`config.mk`:
```
export PLATFORM = sky130hd
export DESIGN_NAME = led_scanner
export DESIGN_NICKNAME = d
export VERILOG_FILES = /design/src/rtl/led_scanner_pkg.sv /design/src/rtl/led_prescaler.sv /design/src/rtl/led_scanner.sv
export SDC_FILE = /design/constraint.sdc
export NUM_CORES = 1
export LEC_CHECK = 0
export BUFFER_PORTS_ARGS = -buffer_cell sky130_fd_sc_hd__buf_4
export CAP_MARGIN = 20
export CORE_AREA = 2 2 114 83
export DETAILED_ROUTE_END_ITERATION = 10
export DIE_AREA = 0 0 116 85
export PLACE_DENSITY = 0.7
export SYNTH_ARGS = -nofsm -noshare
export SYNTH_HDL_FRONTEND = slang
export SYNTH_HIERARCHICAL = 1
export SYNTH_SLANG_ARGS = --single-unit
```
`constraint.sdc`:
```
create_clock -name clk -period 8.3 [get_ports clk]
set_clock_uncertainty 0.15 [all_clocks]
set_input_delay 0.415 -clock clk [delete_from_list [all_inputs] [get_ports clk]]
set_output_delay 0.415 -clock clk [all_outputs]
set_load 0.01 [all_outputs]
```
`src/rtl/led_scanner_pkg.sv`:
```
// rtl/led_scanner_pkg.sv - shared types and constants for the LED pattern sequencer
package led_scanner_pkg;

    // Pattern modes as presented on the mode input
    typedef enum logic [1:0] {
        BOUNCE = 2'd0,
        ROT_R  = 2'd1,
        ROT_L  = 2'd2,
        FILL   = 2'd3
    } mode_e;

    // Sweep direction; in FILL it doubles as the phase (DIR_R filling, DIR_L draining)
    typedef enum logic {
        DIR_R = 1'b0,
        DIR_L = 1'b1
    } dir_e;

    // Width of the free-running PWM counter used when dimming is built in
    localparam int PWM_W = 4;

endpackage

```
`src/rtl/led_prescaler.sv`:
```
// rtl/led_prescaler.sv - enable-gated step prescaler with synchronous clear
module led_prescaler
    import led_scanner_pkg::*;
#(
    parameter int DIV_W = 24
) (
    input  logic             clk,
    input  logic             rst,
    input  logic             en,
    input  logic [DIV_W-1:0] period,
    input  logic             clear,
    output logic             step
);

    logic [DIV_W-1:0] count_q;
    logic [DIV_W-1:0] count_d;

    // Comparing with >= makes a lowered period fire on the next enabled cycle
    // instead of waiting for the counter to wrap.
    assign step = en && !clear && (count_q >= period);

    // Next count: clear wins, a step restarts, enabled cycles count, otherwise hold
    always_comb begin
        count_d = count_q;
        if (clear) begin
            count_d = '0;
        end else if (step) begin
            count_d = '0;
        end else if (en) begin
            count_d = count_q + DIV_W'(1);
        end
    end

    // Counter register with synchronous reset
    always_ff @(posedge clk) begin
        if (rst) begin
            count_q <= '0;
        end else begin
            count_q <= count_d;
        end
    end

endmodule

```
`src/rtl/led_scanner.sv`:
```
// rtl/led_scanner.sv - parametrised LED pattern sequencer; optional dimming under LED_SCANNER_PWM_EN
module led_scanner
    import led_scanner_pkg::*;
#(
    parameter int WIDTH = 18,
    parameter int DIV_W = 24
) (
    input  logic             clk,
    input  logic             rst,
    input  logic             en,
    input  logic [1:0]       mode,
    input  logic [DIV_W-1:0] period,
`ifdef LED_SCANNER_PWM_EN
    input  logic [4:0]       duty,
`endif
    output logic [WIDTH-1:0] leds,
    output logic             sweep_done
);

    localparam logic [WIDTH-1:0] PAT_LSB  = {{(WIDTH-1){1'b0}}, 1'b1};
    localparam logic [WIDTH-1:0] PAT_MSB  = PAT_LSB << (WIDTH-1);
    localparam logic [WIDTH-1:0] PAT_B1   = PAT_LSB << 1;
    localparam logic [WIDTH-1:0] PAT_M2   = PAT_MSB >> 1;
    localparam logic [WIDTH-1:0] PAT_ONES = {WIDTH{1'b1}};
    localparam logic [WIDTH-1:0] PAT_ZERO = {WIDTH{1'b0}};

    mode_e            mode_q, mode_d;
    dir_e             dir_q, dir_d;
    logic [WIDTH-1:0] pat_q, pat_d;
    logic             sweep_q, sweep_d;

    mode_e            mode_in;
    logic             mode_chg;
    logic             step;

    logic [WIDTH-1:0] nxt_pat;
    dir_e             nxt_dir;
    logic             legal;

    logic [WIDTH-1:0] pat_inv;
    logic [WIDTH-1:0] pat_inv_inc;
    logic [WIDTH-1:0] pat_inc;
    logic [WIDTH-1:0] pat_dec;

    // Pattern each mode starts from after reset, a mode switch or an illegal-state recovery
    function automatic logic [WIDTH-1:0] start_pat(input mode_e m);
        case (m)
            ROT_L:   start_pat = PAT_LSB;
            FILL:    start_pat = PAT_ZERO;
            default: start_pat = PAT_MSB;
        endcase
    endfunction

    // Patterns that mark the end of a sweep in each mode
    function automatic logic is_terminal(input mode_e m, input logic [WIDTH-1:0] p);
        case (m)
            BOUNCE:  is_terminal = (p == PAT_LSB) || (p == PAT_MSB);
            ROT_R:   is_terminal = (p == PAT_LSB);
            ROT_L:   is_terminal = (p == PAT_MSB);
            default: is_terminal = (p == PAT_ONES) || (p == PAT_ZERO);
        endcase
    endfunction

    assign mode_in  = mode_e'(mode);
    assign mode_chg = (mode_in != mode_q);

    // Helpers for shape tests: x & (x+1) == 0 means x is ones anchored at the LSB
    assign pat_inv     = ~pat_q;
    assign pat_inv_inc = pat_inv + WIDTH'(1);
    assign pat_inc     = pat_q + WIDTH'(1);
    assign pat_dec     = pat_q - WIDTH'(1);

    // A pending mode switch clears the prescaler so the new mode starts a full period
    led_prescaler #(
        .DIV_W (DIV_W)
    ) u_prescaler (
        .clk    (clk),
        .rst    (rst),
        .en     (en),
        .period (period),
        .clear  (mode_chg),
        .step   (step)
    );

    // Candidate next pattern and direction for the current mode, plus shape legality
    always_comb begin
        nxt_pat = pat_q;
        nxt_dir = dir_q;
        legal   = 1'b1;
        case (mode_q)
            BOUNCE: begin
                legal = (pat_q != PAT_ZERO) && ((pat_q & pat_dec) == PAT_ZERO);
                if (dir_q == DIR_R) begin
                    if (pat_q[0]) begin
                        nxt_pat = PAT_B1;
                        nxt_dir = DIR_L;
                    end else begin
                        nxt_pat = pat_q >> 1;
                    end
                end else begin
                    if (pat_q[WIDTH-1]) begin
                        nxt_pat = PAT_M2;
                        nxt_dir = DIR_R;
                    end else begin
                        nxt_pat = pat_q << 1;
                    end
                end
            end
            ROT_R: begin
                legal   = (pat_q != PAT_ZERO) && ((pat_q & pat_dec) == PAT_ZERO);
                nxt_pat = {pat_q[0], pat_q[WIDTH-1:1]};
            end
            ROT_L: begin
                legal   = (pat_q != PAT_ZERO) && ((pat_q & pat_dec) == PAT_ZERO);
                nxt_pat = {pat_q[WIDTH-2:0], pat_q[WIDTH-1]};
            end
            default: begin
                if (dir_q == DIR_R) begin
                    // Filling: ones grow down from the MSB and must not already be full
                    legal   = ((pat_inv & pat_inv_inc) == PAT_ZERO) && (pat_q != PAT_ONES);
                    nxt_pat = {1'b1, pat_q[WIDTH-1:1]};
                    if (nxt_pat == PAT_ONES) begin
                        nxt_dir = DIR_L;
                    end
                end else begin
                    // Draining: remaining ones sit at the LSB end and must not be empty
                    legal   = ((pat_q & pat_inc) == PAT_ZERO) && (pat_q != PAT_ZERO);
                    nxt_pat = {1'b0, pat_q[WIDTH-1:1]};
                    if (nxt_pat == PAT_ZERO) begin
                        nxt_dir = DIR_R;
                    end
                end
            end
        endcase
    end

    // State update: mode change over step over hold; sweep pulse only on real steps
    always_comb begin
        mode_d  = mode_q;
        dir_d   = dir_q;
        pat_d   = pat_q;
        sweep_d = 1'b0;
        if (mode_chg) begin
            mode_d = mode_in;
            pat_d  = start_pat(mode_in);
            dir_d  = DIR_R;
        end else if (step) begin
            if (legal) begin
                pat_d   = nxt_pat;
                dir_d   = nxt_dir;
                sweep_d = is_terminal(mode_q, nxt_pat);
            end else begin
                pat_d = start_pat(mode_q);
                dir_d = DIR_R;
            end
        end
    end

    // Pattern, direction, mode and pulse registers with synchronous reset
    always_ff @(posedge clk) begin
        if (rst) begin
            mode_q  <= BOUNCE;
            dir_q   <= DIR_R;
            pat_q   <= PAT_MSB;
            sweep_q <= 1'b0;
        end else begin
            mode_q  <= mode_d;
            dir_q   <= dir_d;
            pat_q   <= pat_d;
            sweep_q <= sweep_d;
        end
    end

    assign sweep_done = sweep_q;

`ifdef LED_SCANNER_PWM_EN
    logic [PWM_W-1:0] pwm_cnt_q, pwm_cnt_d;
    logic             pwm_on;

    // Free-running dimming counter
    always_comb begin
        pwm_cnt_d = pwm_cnt_q + PWM_W'(1);
    end

    // Dimming counter register with synchronous reset
    always_ff @(posedge clk) begin
        if (rst) begin
            pwm_cnt_q <= '0;
        end else begin
            pwm_cnt_q <= pwm_cnt_d;
        end
    end

    // duty is one bit wider than the counter so 16 and above keep the LEDs fully on
    assign pwm_on = ({1'b0, pwm_cnt_q} < duty);
    assign leds   = pat_q & {WIDTH{pwm_on}};
`else
    assign leds = pat_q;
`endif

endmodule

```
; ---- Word-level counts from Yosys, hierarchy flattened
; Cells that the tools add are included.
[totals]
output_inout_bits = 19
reg_bits = 46
[op_classes]
addsub = 4
order_cmp = 1
reduce_logical = 22
eq_ne = 12
muxes = 21
bitwise_logic = 6
[op_table]
columns = operator, count
row1 = 18-bit two-way mux, 6
row2 = 18-bit logical NOT, 4
row3 = 18-bit case mux with 2 select lines, 2
row4 = 18-bit bitwise AND, 3
row5 = 18-bit case mux with 3 select lines, 1
row6 = "18-bit by 1-bit adder with 18-bit output, second input constant", 2
row7 = "18-bit == test, second input constant", 2
row8 = "24-bit by 1-bit adder with 24-bit output, second input constant", 1
row9 = 24-bit >= comparator, 1
row10 = "18-bit by 1-bit == test with 1-bit output, second input constant", 1
row11 = "18-bit != test, second input constant", 1
row12 = 18-bit inverter, 1
row13 = 18-bit nonzero test, 1
row14 = "18-bit by 1-bit subtractor with 18-bit output, second input constant", 1
row15 = "17-bit == test, second input constant", 1
row16 = 17-bit logical NOT, 1
row17 = 17-bit two-way mux, 1
row18 = 1-bit two-way mux, 9
row19 = "2-bit == test, second input constant", 4
row20 = 3-bit OR reduction, 2
row21 = 1-bit logical AND, 5
row22 = 2-bit OR reduction, 2
row23 = 4-bit OR reduction, 1
row24 = 1-bit case mux with 3 select lines, 1
row25 = other kinds (10), 12

; ---- Logic depth before layout (Yosys ltp)
[depth]
word_depth = 10
depth_mapped = 13
ltp_nobuf = 11

; ---- Cells and area by module
; The synthesis kept the hierarchy.
[by_module_without_submodules]
columns = mod, area_per_inst_um2, cells_each, n_inst
row1 = led_scanner, 2123.3, 292, 1
row2 = led_prescaler, 1729.2, 207, 1

; ---- Least setup slack after synthesis
; Ideal clock, no wire load.
[synth_timing]
path_type = input to register
start = in period[1]
end = reg pat_q[12], in the netlist leds[12]
arrival_ns = 2.674
setup_time_ns = 0.068
path_buffers = 3
path_slack_ns = 5.408
t_required_ns = 8.082
cell_stages = 13
path_cell_list = inv_1 ha_1 o21ai_0 a21oi_1 o31a_1 o211ai_4 a21oi_4 buf_6 buf_2 nor3_1 clkbuf_1 nand2_1 o21ai_2
[synth_between]
elab_chain_cells = 3
[synth_lines]
columns = item, line_no
row1 = "start, declared", led_scanner.sv:12  ; input logic [DIV_W-1:0] period,
row2 = 24-bit >= comparator, led_prescaler.sv:20  ; assign step = en && !clear && (count_q >= period);
row3 = 1-bit logical AND, led_prescaler.sv:20
row4 = via step, led_scanner.sv:34  ; logic step;
row5 = 2-bit nonzero test (no source line), -
row6 = "end signal, assigned", led_scanner.sv:169  ; pat_q <= pat_d;
row7 = "end, declared", led_scanner.sv:29  ; logic [WIDTH-1:0] pat_q, pat_d;
; The timed path passes the listed nets, and every way through them passes these cells.
; A chain may end at the register's enable or synchronous reset.

; ---- Worst setup path after layout
[layout_timing]
start = reg u_prescaler.count_q[19]
end = reg pat_q[1], in the netlist leds[1]
[layout_between]
elab_chain_cells = 3
[layout_lines]
columns = item, line_no
row1 = "start, declared", led_prescaler.sv:15  ; logic [DIV_W-1:0] count_q;
row2 = "start signal, assigned", led_prescaler.sv:39  ; count_q <= count_d;
row3 = 24-bit >= comparator, led_prescaler.sv:20
row4 = 1-bit logical AND, led_prescaler.sv:20
row5 = via step, led_scanner.sv:34
row6 = 2-bit nonzero test (no source line), -
; The timed path passes the listed nets, and every way through them passes these cells.

==> results by stage <==
Floorplan:
- The starting density of the core is 0.439.
- The area of the core is 8780 um^2.
- In this run the horizontal extent of the chip is 116 um.
- The y dimension of the die is around 85 um.
- For this design the top-level I/O count stands at 48.
- The total number of placement rows is 29.
- The floorplan step defined a die boundary enclosing 9860 um^2.

Power:
- The power density relative to cell area is 120 nW/um^2.
- The worst ir drop on vdd is 0.0000915 V.
- In this run the static leakage power is 1.74 nW.

GRT:
- After global routing the overflow that remains totals 0.
- The number of antenna violations at the first check in global routing is 0.
- The number of global-route vias before repair is 3,621.
- The maximum number of pins on one net before global-route repair is 31.
- The wire length of the first global-routing pass is 17,500 um.
- For this run, the total global-route usage over all layers was measured as 0.217.

Synth:
- The async set or reset register ratio after synthesis is 0.
- Among all flip-flop cells after synthesis, the most frequent one is dfxtp_1.
- The most used standard cell by instance count after synthesis is nand2_1.
- Averaged over all synthesized cells, the footprint is 7.72 um^2.
- Counting flops with a built-in enable in the synthesized netlist gives 0.
- The sequential element share of the synthesized area is 0.239.
- By area the synthesized netlist is led by dfxtp_1 (24%), ha_1 (9.7%), nand2_1 (4.9%), a21oi_1 (4.5%), inv_1 (4.0%).
- Ranked by instance count, the synthesized netlist is headed by nand2_1 (50), dfxtp_1 (46), inv_1 (41).
- The cell area after synthesis is between 3000 and 4000 um^2.
- After synthesis the netlist holds a flip-flop and latch count of 46.
- The biggest area contributor in the post-synthesis netlist is dfxtp_1.
- The share of synthesized area in the top cell type comes to 0.239.
- The synthesized netlist net count is between 500 and 600.
- Synthesis produced 499 cells.
- The number of different library cells used by synthesis comes to 74.
- Yosys printed 6 warnings.

Worst setup path:
- The origin of the worst setup path is u_prescaler/count_q[19]$_SDFFE_PP0P_.
- The worst register-to-register path begins at u_prescaler/count_q[19]$_SDFFE_PP0P_.
- Data on the critical path is required at its endpoint by 8350 ps.
- The startpoint type of the worst setup path is a register.
- The worst setup slack for register-to-register paths is about 5000 ps.
- The capture point of the critical path is leds[1]$_SDFFE_PP0P_.
- In this run the critical register-to-register path is captured at leds[1]$_SDFFE_PP0P_.
- The logic depth of the worst register-to-register path is 8.
- The critical path is of the reg2reg type.
- STA puts the critical path data arrival time at 3320 ps.
- The worst setup path is captured at a register.
- The highest fanout seen on the critical path is 30.

Finish:
- The filler cells instantiated in the layout total 868.
- The filler-free cell count of the finished design is 647.
- 0 antenna diodes ended up in the layout.
- The share of final-layout standard cells stronger than drive strength 1 is 0.163.
- The post-route cell area is 4380 um^2.
- Across the whole layout, storage elements account for 921 um^2.
- The area growth from synthesis to layout is 13.7%.
- The number of nets at the end of the flow is 582.
- The total area of multi-input combinational cells is 2610 um^2.

Clock tree:
- The number of hold buffers added after CTS is 0.
- After clock tree synthesis, the clock-pin slew on the worst setup and hold paths is 60 ps.
- The number of setup buffers added after CTS is 0.
- The clock latency on the worst-skew pair is 290 ps.
- The CTS buffer count is 5.
- The number of buffers on the longest clock path is 2.
- Post-CTS repair changed the size of 0 cells.
- The maximum level of the CTS H-tree is 2.
- The tree is rooted in a clkbuf_16.
- The CTS tree is yes.
- Counting every sink on the clock net gives 46.

STA:
- Setup violations remaining at the end of the flow were counted as 0.
- The summed negative setup slack over all endpoints is 0 ps.
- The final hold violation count came to 0.
- The final setup slack of the worst path is 5040 ps.
- The final critical path time including I/O delays and setup is 3260 ps.
- The worst pin sits at a relative slew slack of 0.461.
- For the pin with the worst max-slew slack, the measured transition is ~800 ps.
- The max-slew violation count is 0.
- Based on the critical path, the design can be clocked at up to between 300 and 400 MHz.
- Setup repair after global routing left no endpoint under its margin.
- The share of the clock period used by the worst path is 0.393.

Route:
- The average wire per cell in the routed design is 15.8 um.
- The overall routed net length is a little over 10,000 um.
- In this run the remaining antenna-violating nets after routing total 0.
- Detailed routing inserted a total of 3,769 vias.
- Using the TritonRoute via totals, the vias-per-cell ratio works out to 5.83.
- The number of DRC violations after detailed-routing iteration 0 is 444.
- For this run, design rule violations remaining after detail routing come to 0.
- The total iterations of the first detailed-routing run is 7.

Status:
- The flow ran to the end, and the final reports show no timing, DRC or antenna violations.

Placed design:
- Detailed placement finished with a half-perimeter wire length of 7470 um.
- Summing all placed instances gives a cell area of around 4200 um^2.
- The global placer's final weighted congestion is 0.915.
- In this run the tool buffered the top-level ports with 47 buffer cells.
- At the placement stage, the worst setup path has a slack of 4840 ps.
- Including well taps, the total number of placed cells is 640.

Flow run:
- The reported max-cap violation count is 0.

Min path:
- The class of the worst hold path is in2reg.
-- cell type report --
type	instances	area share
Inverter	41	0.0351
Multi-Input combinational cell	380	0.597
Clock buffer	6	0.0317
Clock inverter	1	0.00686
Sequential cell	46	0.210
Timing Repair Buffer	49	0.0840
Tap cell	124	0.0354
-- worst min-delay path by stage --
stage / cells past startpoint / slack, ps / startpoint / end
detailed placement: 2 / 350 / u_prescaler/count_q[0]$_SDFFE_PP0P_ / u_prescaler/count_q[0]$_SDFFE_PP0P_
finish: 2 / 190 / rst / mode_q[0]$_SDFFE_PP0N_
CTS: 2 / 180 / rst / mode_q[0]$_SDFFE_PP0N_
global placement: 2 / 340 / u_prescaler/count_q[0]$_SDFFE_PP0P_ / u_prescaler/count_q[0]$_SDFFE_PP0P_
global route: 2 / 200 / rst / mode_q[0]$_SDFFE_PP0N_
floorplan: 2 / 330 / u_prescaler/count_q[0]$_SDFFE_PP0P_ / u_prescaler/count_q[0]$_SDFFE_PP0P_
-- worst max-delay path, stage by stage (launching register included) --
cell     delay [ps]
dfxtp_1         350
ha_1            330
nand4_1         180
nor4_4          400
a22oi_1         110
and3_4          220
a21oi_4         650
nand4_4         470
o21ai_0         290
-- kinds of logic after synthesis --
group                      share of synthesized area
and+or+nand+nor                                0.263
AOI/OAI and AO/OA                              0.258
DFF                                            0.239
xor gates and xnor gates                      0.0523
buffers and inverters                         0.0825
adders and majority gates                      0.103
muxes                                        0.00260
-- cell usage in the layout (no fill, tap or decap), types with 5 or more instances in the layout --
cell,Yosys,routed
nand4_1,9,9
ha_1,30,30
nand2_1,50,50
xor2_1,12,12
and4_1,6,6
dfxtp_1,46,46
a21oi_1,35,35
buf_4,0,49
xnor2_1,11,11
clkbuf_16,0,5
and3_1,5,5
nor3_1,27,27
nor2_1,25,25
o21ai_0,26,26
inv_1,41,41
nand2b_1,9,9
nand3_1,15,15
o21ai_2,9,9
and2_1,7,7
a22oi_1,11,11
-- routing by layer --
layer | global-route usage | up-vias | wire length, um
li1 | - | 1854 | -
met2 | 0.321 | 146 | 4350
met4 | 0.0563 | 0 | 108
met3 | 0.0343 | 12 | 723
met1 | 0.328 | 1757 | 5070
met5 | 0 | - | 0
-- power breakdown --
group          leakage (nW)  switching, mW  internal, mW
sequential            0.371        0.00348         0.222
clock                0.0829         0.0849         0.149
combinational          1.29         0.0399        0.0276
total                  1.74          0.128         0.399
-- flip-flops by register name, summed over array words and instances (netlist names) --
signal,cells
dir_q,1
leds,18
mode_q,2
sweep_done,1
u_prescaler/count_q,24
-- metrics by stage --
step / power [mW] / hold WS (ps) / utilization
6_report: 0.527 / 189 / 0.499
5_1_grt: 0.546 / 205 / 0.499
4_1_cts: 0.529 / 180 / 0.499
3_5_place_dp: 0.297 / 353 / 0.480
3_3_place_gp: 0.295 / 338 / 0.480
2_1_floorplan: 0.274 / 326 / -
(Power assumes the default switching activity.)
